<file path="src/rtl/fetch_if.sv">
// Instruction-memory port of the fetch stage: one outstanding req/ack transfer at a time.
interface fetch_if;
  logic        req;
  logic [31:0] addr;
  logic        ack;
  logic [31:0] rdata;

  modport master (output req, output addr, input ack, input rdata);
  modport slave  (input req, input addr, output ack, output rdata);
endinterface

</file>
<file path="src/rtl/fetch.sv">
// Instruction-fetch stage: owns the PC, issues single-outstanding memory requests,
// buffers responses in a 2-entry prefetch FIFO and loads the IF_ID pair for decode.
module fetch #(
  parameter logic [31:0] RESET_PC = 32'h0000_0000,
  parameter logic [31:0] BUBBLE   = 32'h0000_0000
) (
  input  logic        CLK,
  input  logic        RES,
  input  logic        HLT,
  input  logic        branch_taken,
  input  logic [31:0] branch_target,
  fetch_if.master     imem,
  output logic [31:0] IF_ID_pc,
  output logic [31:0] IF_ID_inst
);

  logic [31:0] pc_q, pc_d;
  logic        req_q, req_d;
  logic [31:0] addr_q, addr_d;
  logic        drop_q, drop_d;
  logic [1:0]  cnt_q, cnt_d;
  logic [31:0] fifo_pc_q [2];
  logic [31:0] fifo_pc_d [2];
  logic [31:0] fifo_inst_q [2];
  logic [31:0] fifo_inst_d [2];
  logic [31:0] if_pc_q, if_pc_d;
  logic [31:0] if_inst_q, if_inst_d;

  logic       ack_fire;
  logic       pop;
  logic       push;
  logic [1:0] slot;

  always_comb begin
    ack_fire    = req_q & imem.ack;
    pop         = 1'b0;
    push        = 1'b0;
    slot        = 2'd0;
    pc_d        = pc_q;
    req_d       = req_q;
    addr_d      = addr_q;
    drop_d      = drop_q;
    cnt_d       = cnt_q;
    fifo_pc_d   = fifo_pc_q;
    fifo_inst_d = fifo_inst_q;
    if_pc_d     = if_pc_q;
    if_inst_d   = if_inst_q;

    if (branch_taken) begin
      cnt_d     = 2'd0;
      pc_d      = {branch_target[31:2], 2'b00};
      // A request still in flight returns stale data; mark it for discard.
      drop_d    = req_q & ~imem.ack;
      if_pc_d   = branch_target;
      if_inst_d = BUBBLE;
    end else begin
      pop  = ~HLT & (cnt_q != 2'd0);
      push = ack_fire & ~drop_q;
      if (ack_fire) begin
        if (drop_q) begin
          drop_d = 1'b0;
        end else begin
          pc_d = pc_q + 32'd4;
        end
      end
      if (pop) begin
        if_pc_d        = fifo_pc_q[0];
        if_inst_d      = fifo_inst_q[0];
        fifo_pc_d[0]   = fifo_pc_q[1];
        fifo_inst_d[0] = fifo_inst_q[1];
      end else if (!HLT) begin
        if_inst_d = BUBBLE;
      end
      slot = cnt_q - {1'b0, pop};
      if (push) begin
        fifo_pc_d[slot[0]]   = addr_q;
        fifo_inst_d[slot[0]] = imem.rdata;
      end
      cnt_d = slot + {1'b0, push};
    end

    // Issue only with FIFO room left after this cycle, which reserves the response slot.
    if (req_q && !imem.ack) begin
      req_d = 1'b1;
    end else if (cnt_d < 2'd2) begin
      req_d  = 1'b1;
      addr_d = {pc_d[31:2], 2'b00};
    end else begin
      req_d = 1'b0;
    end
  end

  always_ff @(posedge CLK) begin
    if (RES) begin
      pc_q        <= {RESET_PC[31:2], 2'b00};
      req_q       <= 1'b0;
      addr_q      <= {RESET_PC[31:2], 2'b00};
      drop_q      <= 1'b0;
      cnt_q       <= 2'd0;
      fifo_pc_q   <= '{default: 32'd0};
      fifo_inst_q <= '{default: 32'd0};
      if_pc_q     <= RESET_PC;
      if_inst_q   <= BUBBLE;
    end else begin
      pc_q        <= pc_d;
      req_q       <= req_d;
      addr_q      <= addr_d;
      drop_q      <= drop_d;
      cnt_q       <= cnt_d;
      fifo_pc_q   <= fifo_pc_d;
      fifo_inst_q <= fifo_inst_d;
      if_pc_q     <= if_pc_d;
      if_inst_q   <= if_inst_d;
    end
  end

  assign imem.req   = req_q;
  assign imem.addr  = addr_q;
  assign IF_ID_pc   = if_pc_q;
  assign IF_ID_inst = if_inst_q;

endmodule
</file>
<file path="src/flat_wrapper.sv">
// flat-port wrapper written by rule: the top's interface ports become plain ports
module fetch_flat 
#(
  parameter logic [31:0] RESET_PC = 32'h0000_0000,
  parameter logic [31:0] BUBBLE   = 32'h0000_0000
)
  (CLK, RES, HLT, branch_taken, branch_target, IF_ID_pc, IF_ID_inst, imem_req, imem_addr, imem_ack, imem_rdata);
  fetch_if imem_i ();
  input  logic CLK;
  input  logic RES;
  input  logic HLT;
  input  logic branch_taken;
  input  logic [31:0] branch_target;
  output logic [31:0] IF_ID_pc;
  output logic [31:0] IF_ID_inst;
  output wire logic [$bits(imem_i.req)-1:0] imem_req;
  output wire logic [$bits(imem_i.addr)-1:0] imem_addr;
  input wire logic [$bits(imem_i.ack)-1:0] imem_ack;
  input wire logic [$bits(imem_i.rdata)-1:0] imem_rdata;
  assign imem_req = imem_i.req;
  assign imem_addr = imem_i.addr;
  assign imem_i.ack = imem_ack;
  assign imem_i.rdata = imem_rdata;
  fetch #(.RESET_PC(RESET_PC), .BUBBLE(BUBBLE)) u_core (.CLK(CLK), .RES(RES), .HLT(HLT), .branch_taken(branch_taken), .branch_target(branch_target), .imem(imem_i), .IF_ID_pc(IF_ID_pc), .IF_ID_inst(IF_ID_inst));
endmodule
</file>
<file path="config.mk">
export PLATFORM = sky130hd
export DESIGN_NAME = fetch_flat
export DESIGN_NICKNAME = d
export VERILOG_FILES = /design/src/rtl/fetch_if.sv /design/src/rtl/fetch.sv /design/src/flat_wrapper.sv
export SDC_FILE = /design/constraint.sdc
export NUM_CORES = 1
export LEC_CHECK = 0
export CAP_MARGIN = 20
export CORE_MARGIN = 8
export CORE_UTILIZATION = 41
export CTS_CLUSTER_DIAMETER = 50
export DETAILED_ROUTE_END_ITERATION = 8
export GPL_TIMING_DRIVEN = 0
export PLACE_DENSITY = 0.67
export SLEW_MARGIN = 20
export SYNTH_ARGS = -nofsm -noshare
export SYNTH_HDL_FRONTEND = slang
export SYNTH_SLANG_ARGS = --single-unit
</file>
<file path="constraint.sdc">
create_clock -name CLK -period 5 [get_ports CLK]
set_input_delay 0.5 -clock CLK [delete_from_list [all_inputs] [get_ports CLK]]
set_output_delay 0.5 -clock CLK [all_outputs]
set_load 0.02 [all_outputs]
</file>
# Word level (Yosys, flattened, before mapping)
# Index checks and enable logic that the tools add are counted.
[totals]
inputBits = 69
regBits = 258
wordCells = 61
output_inout_bits = 97
[op_classes]
muxes = 22
magnitude_cmp = 3
reduce_logical = 10
bitwise = 10
addsub = 3
n_eq_ne = 1
[ops]
columns = ["op", "n"]
rows = [
  ["two-way mux 32 bit", 12],
  ["bitwise mux 64 bit", 2],
  ["two-way mux 64 bit", 2],
  ["adder 32 x 3 -> 32 bit (second input constant)", 1],
  ["demux 32 bit (select 1 bit)", 1],
  ["AND reduction 2 bit", 3],
  ["nonzero test 2 bit", 3],
  ["NOT 1 bit", 5],
  ["bitwise AND 1 bit", 4],
  ["two-way mux 1 bit", 4],
  ["adder 2 x 1 -> 2 bit", 1],
  [">= comparator 2 bit (second input constant)", 1],
  ["logical AND 1 bit", 2],
  ["less-than comparator 2 x 1 -> 1 bit (second input constant)", 1],
  ["less-than comparator 2 bit (second input constant)", 1],
  ["two-way mux 2 bit", 1],
  ["inequality test 2 x 1 -> 1 bit (second input constant)", 1],
  ["NOT 1 -> 2 bit", 1],
  ["OR reduction 2 bit", 1],
  ["subtractor 2 x 1 -> 2 bit", 1],
  ["zero test 1 bit", 1],
]

# Depth between registers and ports, before layout
# Gate-level depths: netlist (run 1).
[depth]
depth_word = 10
ltp_mapped = 15
depth_no_buf = 10

# Worst setup path after synthesis (run 1)
# Ideal clock, no wire load.
[synth_timing]
path_type = "input port to flip-flop"
startpoint = "in HLT"
endpoint = "reg u_core.addr_q[16], in the netlist u_core.imem.addr[16]"
required_time_ps = 4899
stages = 15
arrival_ps = 3391
setup_ps = 101
path_slack_ps = 1508
path_buffers = 6
cell_sequence = "clkbuf_1 > o21bai_1 > clkbuf_1 > inv_1 > clkbuf_1 > clkbuf_1 > ha_1 > inv_1 > ha_1 > xnor3_1 > o21ai_1 > clkbuf_1 > buf_1 > nand3_1 > o41ai_1"
[synth_via]
elab_chain_cells = 7
[synth_lines]
columns = ["item", "line_no", "source"]
rows = [
  ["start: declaration", "flat_wrapper.sv:11", "input logic HLT;"],
  ["NOT 1 bit", "fetch.sv:57", "pop = ~HLT & (cnt_q != 2'd0);"],
  ["bitwise AND 1 bit", "fetch.sv:57", ""],
  ["subtractor 2 x 1 -> 2 bit", "fetch.sv:74", "slot = cnt_q - {1'b0, pop};"],
  ["adder 2 x 1 -> 2 bit", "fetch.sv:79", "cnt_d = slot + {1'b0, push};"],
  ["two-way mux 2 bit", "fetch.sv:49", "if (branch_taken) begin"],
  ["less-than comparator 2 bit", "fetch.sv:85", "end else if (cnt_d < 2'd2) begin"],
  ["AND reduction 2 bit (no line)", "-", ""],
  ["end signal: assignment", "fetch.sv:97", "addr_q <= {RESET_PC[31:2], 2'b00};"],
  ["end signal: assignment", "fetch.sv:107", "addr_q <= addr_d;"],
  ["end: declaration", "fetch.sv:19", "logic [31:0] addr_q, addr_d;"],
]
# No other way between the ends.
# A chain may end at the register's enable or synchronous reset.

# Worst setup path in the final report (run 1)
[layout_timing]
startpoint = "reg u_core.cnt_q[0]"
endpoint = "reg u_core.addr_q[16], in the netlist u_core.imem.addr[16]"
[layout_via]
elab_chain_cells = 7
[layout_lines]
columns = ["item", "line_no", "source"]
rows = [
  ["start: declaration", "fetch.sv:21", "logic [1:0] cnt_q, cnt_d;"],
  ["start signal: assignment", "fetch.sv:109", "cnt_q <= cnt_d;"],
  ["nonzero test 2 bit", "fetch.sv:57", ""],
  ["bitwise AND 1 bit", "fetch.sv:57", ""],
  ["subtractor 2 x 1 -> 2 bit (*)", "fetch.sv:74", ""],
  ["adder 2 x 1 -> 2 bit (*)", "fetch.sv:79", ""],
  ["two-way mux 2 bit (*)", "fetch.sv:49", ""],
  ["less-than comparator 2 bit (*)", "fetch.sv:85", ""],
  ["AND reduction 2 bit (no line) (*)", "-", ""],
]
# Mark *: on every way between the ends. The rest lies on a longest branch, timed or not.

==> results.md, run 1 <==
- The flow ran to the end, and the final reports show no timing, DRC or antenna violations.
- Setup repair after global routing left no endpoint under its margin.
- The number of buffers added for setup after CTS is 0.
- The starting utilization of the core area is 41.6%.
- The first-pass GRT wire length is 53.3 mm.
- Global routing finished with a remaining overflow of 0.
- For this run, the top clock speed supported by timing is 218 MHz.
- The number of global-route vias before repair is 9598.
- The maximum level of the CTS H-tree is 1.
- For met1 alone, demand over resource in global routing was 27.9%.
- The portion of total power attributed to combinational logic is 12.5%.
- The cell that appears most often on the critical path is sky130_fd_sc_hd__clkbuf_1.
- Global routing used 4.17% of the available met3 tracks.
- The total DRC errors in the routed layout is 0.
- The critical path goes through o21bai_1 -> clkbuf_1 -> inv_1 -> clkbuf_1 -> clkbuf_1 -> ha_1 -> inv_1 -> ha_1 -> xnor3_1 -> o21ai_1 -> clkbuf_1 -> buf_1 -> nand3_1 -> o41ai_1.
- The count of hold buffers inserted by post-cts repair is 0.
- After synthesis, the share of flip-flops with an asynchronous set or reset is 0%.
- 0 antenna diodes ended up in the layout.
- Entering global routing, the biggest net connects 15 pins.
- The library cell used most frequently in the layout, excluding fill and tap cells, is sky130_fd_sc_hd__dfxtp_1.
- The number of stages on the worst hold path is 3.
- Setup slack on the critical path of the routed design comes to 0.418 ns.
- The cell type with the highest aggregate area in the netlist is sky130_fd_sc_hd__dfxtp_1.
- The hold violation total from the final report is 0.
- After synthesis, the netlist uses 58 different library cells.
- The average cell area after synthesis is 8.34 um2.
- Leaving out fill and tap cells, the most frequent cells in the layout are 256 x sky130_fd_sc_hd__dfxtp_1, 209 x sky130_fd_sc_hd__nand2_1, 197 x sky130_fd_sc_hd__nor2_1, 162 x sky130_fd_sc_hd__clkdlybuf4s50_1, 101 x sky130_fd_sc_hd__clkbuf_1.
- Data on the critical path is required at its endpoint by 5.44 ns.
- The worst-path cell with the longest stage delay is sky130_fd_sc_hd__clkbuf_1.
- After detailed routing, the average wire length per cell comes to 19.0 um.
- The width of the die is 176 um.
- In the final layout, the share of cells above drive strength 1 is 8.84%.
- The final-layout fill cell count is 2399.
- Registers take 0.00512 mm2.
- The number of gates resized after CTS was 0.
- The number of sinks driven by the clock tree is 256.
- The global-route usage over all layers is 21.4%.
- The worst setup slack before clock tree synthesis is 0.0457 ns.
- For this run, global-route usage on met2 was measured as 34.9%.
- For this run, the post-layout net count is 1520.
- The synthesized flop and latch total is 256.
- In this run the worst path has a maximum fanout of 10.
- The final clock skew is 0.0109 ns.
- The chip height is 176 um.
- The weighted congestion reported at the end of routability-driven placement is 0.867.
- The sequential cell fraction of total power is 44.2%.
- The overall via count from detail_route is 9885.
- The die outline area is 0.0308 mm2.
- The overall routed net length is 34.1 mm.
- The I/O pin total is 166.
- The total negative slack for setup checks is 0 ns.
- The maximum buffer depth of the clock tree is 3.
- After floorplanning, the core was sized to cover 0.0251 mm2.
- The most instantiated flip-flop cell in the synthesis netlist is sky130_fd_sc_hd__dfxtp_1.
- The max-cap violation count is 0.
- The net switching power figure is 1310 uW.
- The detailed router finished its first iteration with 795 violations.
- The wire-length estimate of the detail-placed layout is 24.4 mm.
- The clock period minus final worst setup slack is 4.58 ns.
- The worst hold path belongs to the class input pin to flop.
- For this design the static power due to leakage is 0.00476 uW.
- The net switching fraction of the power is 26.0%.
- The tree is rooted in a sky130_fd_sc_hd__clkbuf_16.
- Yosys attributes the largest share of cell area to sky130_fd_sc_hd__dfxtp_1 49%, sky130_fd_sc_hd__nand2_1 7.5%, sky130_fd_sc_hd__nor2_1 7.1%.
- TritonCTS built the clock tree.
- In this run, CTS created clock tree buffers numbering 30.
- The netlist area before placement is 0.0104 mm2.
- The power density of the placed cells is 374 mW/mm2.
- The final critical-path share of the clock period is 91.6%.
- The number of antenna violations at the first check in global routing is 0.
- For the worst setup path, the data arrival time is 5.02 ns.
- The remaining antenna violation count after routing is 0.
- The worst relative slew slack is 24.4%.
- The total number of placement rows is 58.
- The peak per-stage delay on the critical path is 0.66 ns.
- The pre-antenna-repair detailed-routing pass consisted of 6 iterations.
- The critical path is of the flop to flop type.
- The worst setup path is launched from a flop.
- Across the VDD grid, the largest voltage drop is 0.211 mV.
- The worst setup path is captured at a flop.
- The share of synthesized area in the top cell type comes to 49.1%.
- Yosys mapped a number of flops with a built-in enable equal to 0.
- The clock latency on the worst-skew pair is 0.55 ns.
- The global routing stage identified its most utilized layer as met2.
- The synthesized instance count is 1252.
- The average vias per placed instance is 5.49.
- The number of buffers inserted by port buffering is 162.
- The number of warnings issued by yosys is 0.
- After clock tree synthesis, the clock-pin slew on the worst setup and hold paths is 0.06 ns.
- The max-slew violation total from the final report was 0.
- Internal power comes to 3740 uW.
- Of the total power, the clock network draws 43.3%.
- Relative to the synthesized area, the layout overhead comes to 29.3%.
- Setup violations remaining at the end of the flow were counted as 0.
- The count of cells along the worst register-to-register path is 14.
- In the final layout, the multi-input gates occupy 0.00486 mm2.
- The fraction of the yosys area taken by sequential cells is 49.1%.
- At the pin with the least slew margin, the transition time is 1.13 ns.
## critical path: cells and delay by family (launching register included)
| family | cells | cell delay [ns] |
|---|---|---|
| buffers and inverters | 7 | 2.70 |
| AND/OR/NAND/NOR | 1 | 0.15 |
| AO/OA/AOI/OAI | 3 | 0.50 |
| XOR/XNOR | 1 | 0.26 |
| adder cells (fa/ha/maj) | 2 | 0.54 |
| flip-flops | 1 | 0.32 |
## final cells by class
type / count / share of cell area [%]
multi-input combinational: 879 / 36.0
clock inverter: 10 / 0.890
clock buffer: 44 / 6.55
timing repair buffer: 163 / 12.1
tap: 330 / 3.06
inverter: 10 / 0.278
buffer: 108 / 3.20
sequential: 256 / 38.0
## worst paths after layout
kind                            slack, ns                                 end                  startpoint
worst max-delay path                 0.42   u_core.imem.addr[16]$_SDFFE_PP0P_  u_core.cnt_q[0]$_SDFF_PP0_
worst min-delay path                 0.44  u_core.IF_ID_inst[31]$_SDFFE_PP0P_                         HLT
worst max register to register       0.42   u_core.imem.addr[16]$_SDFFE_PP0P_  u_core.cnt_q[0]$_SDFF_PP0_
worst min register to register       0.45                                flop                        flop
## layer usage
metal  vias to the layer above  wire length, um
met5                         -                0
met4                         0             1150
met3                        73             2410
met2                       366            15400
met1                      4641            15200
li1                       4805                -
## cell usage after synthesis (all sizes together), types with 3 or more instances
cell type  count
dfxtp        256
nand2        209
nor2         197
clkbuf        94
nor3          81
a21oi         79
o221a         62
a22oi         34
o21ai         25
nand3         20
a31oi         19
buf           14
a21boi        11
o21a          11
a311oi        10
inv           10
nor4          10
nand4          9
o31ai          9
xnor2          9
and3           8
and2           7
mux2i          7
o31a           7
nand2b         6
a211oi         4
a22o           4
nor2b          4
xor2           4
a21o           3
and4           3
ha             3
o211a          3
or3            3
## power by group through the flow
stage / Sequential [uW] / Combinational [uW] / Clock, uW
2_1_floorplan: 2300 / 305 / 0
3_3_place_gp: 2270 / 623 / 0
3_5_place_dp: 2270 / 629 / 0
4_1_cts: 2230 / 632 / 2210
5_1_grt: 2240 / 683 / 2310
6_report: 2230 / 632 / 2190
## cell families (layout without fill, tap and decap cells)
logic type	Yosys count	after routing	synth area share, %
muxes	7	7	0.671
and+or+nand+nor	561	561	23.1
xor gates and xnor gates	14	14	1.31
buffers and inverters	118	335	4.49
other	1	2	0.0359
DFF	256	256	49.1
AOI/OAI and AO/OA	292	292	20.9
adders and majority gates	3	3	0.360
## per-stage QoR
step	utilization [%]	hold WS (ns)	instance area, um2	power [uW]	std cells
after floorplan	-	0.437	10400	2610	1253
after global placement	49.7	0.442	12500	2890	1745
final	53.8	0.443	13500	5050	1800
after CTS	53.8	0.415	13500	5070	1800
after detailed placement	49.8	0.447	12500	2900	1746
after global routing	53.8	0.435	13500	5230	1800
Power figures use the tool's default switching activity.
==> run 2: changes to the inputs <==
- ABC_CLOCK_PERIOD_IN_PS: unset -> 5000
==> results of run 2 <==
The final DEF is identical to that of run 1; final timing and power are the same.
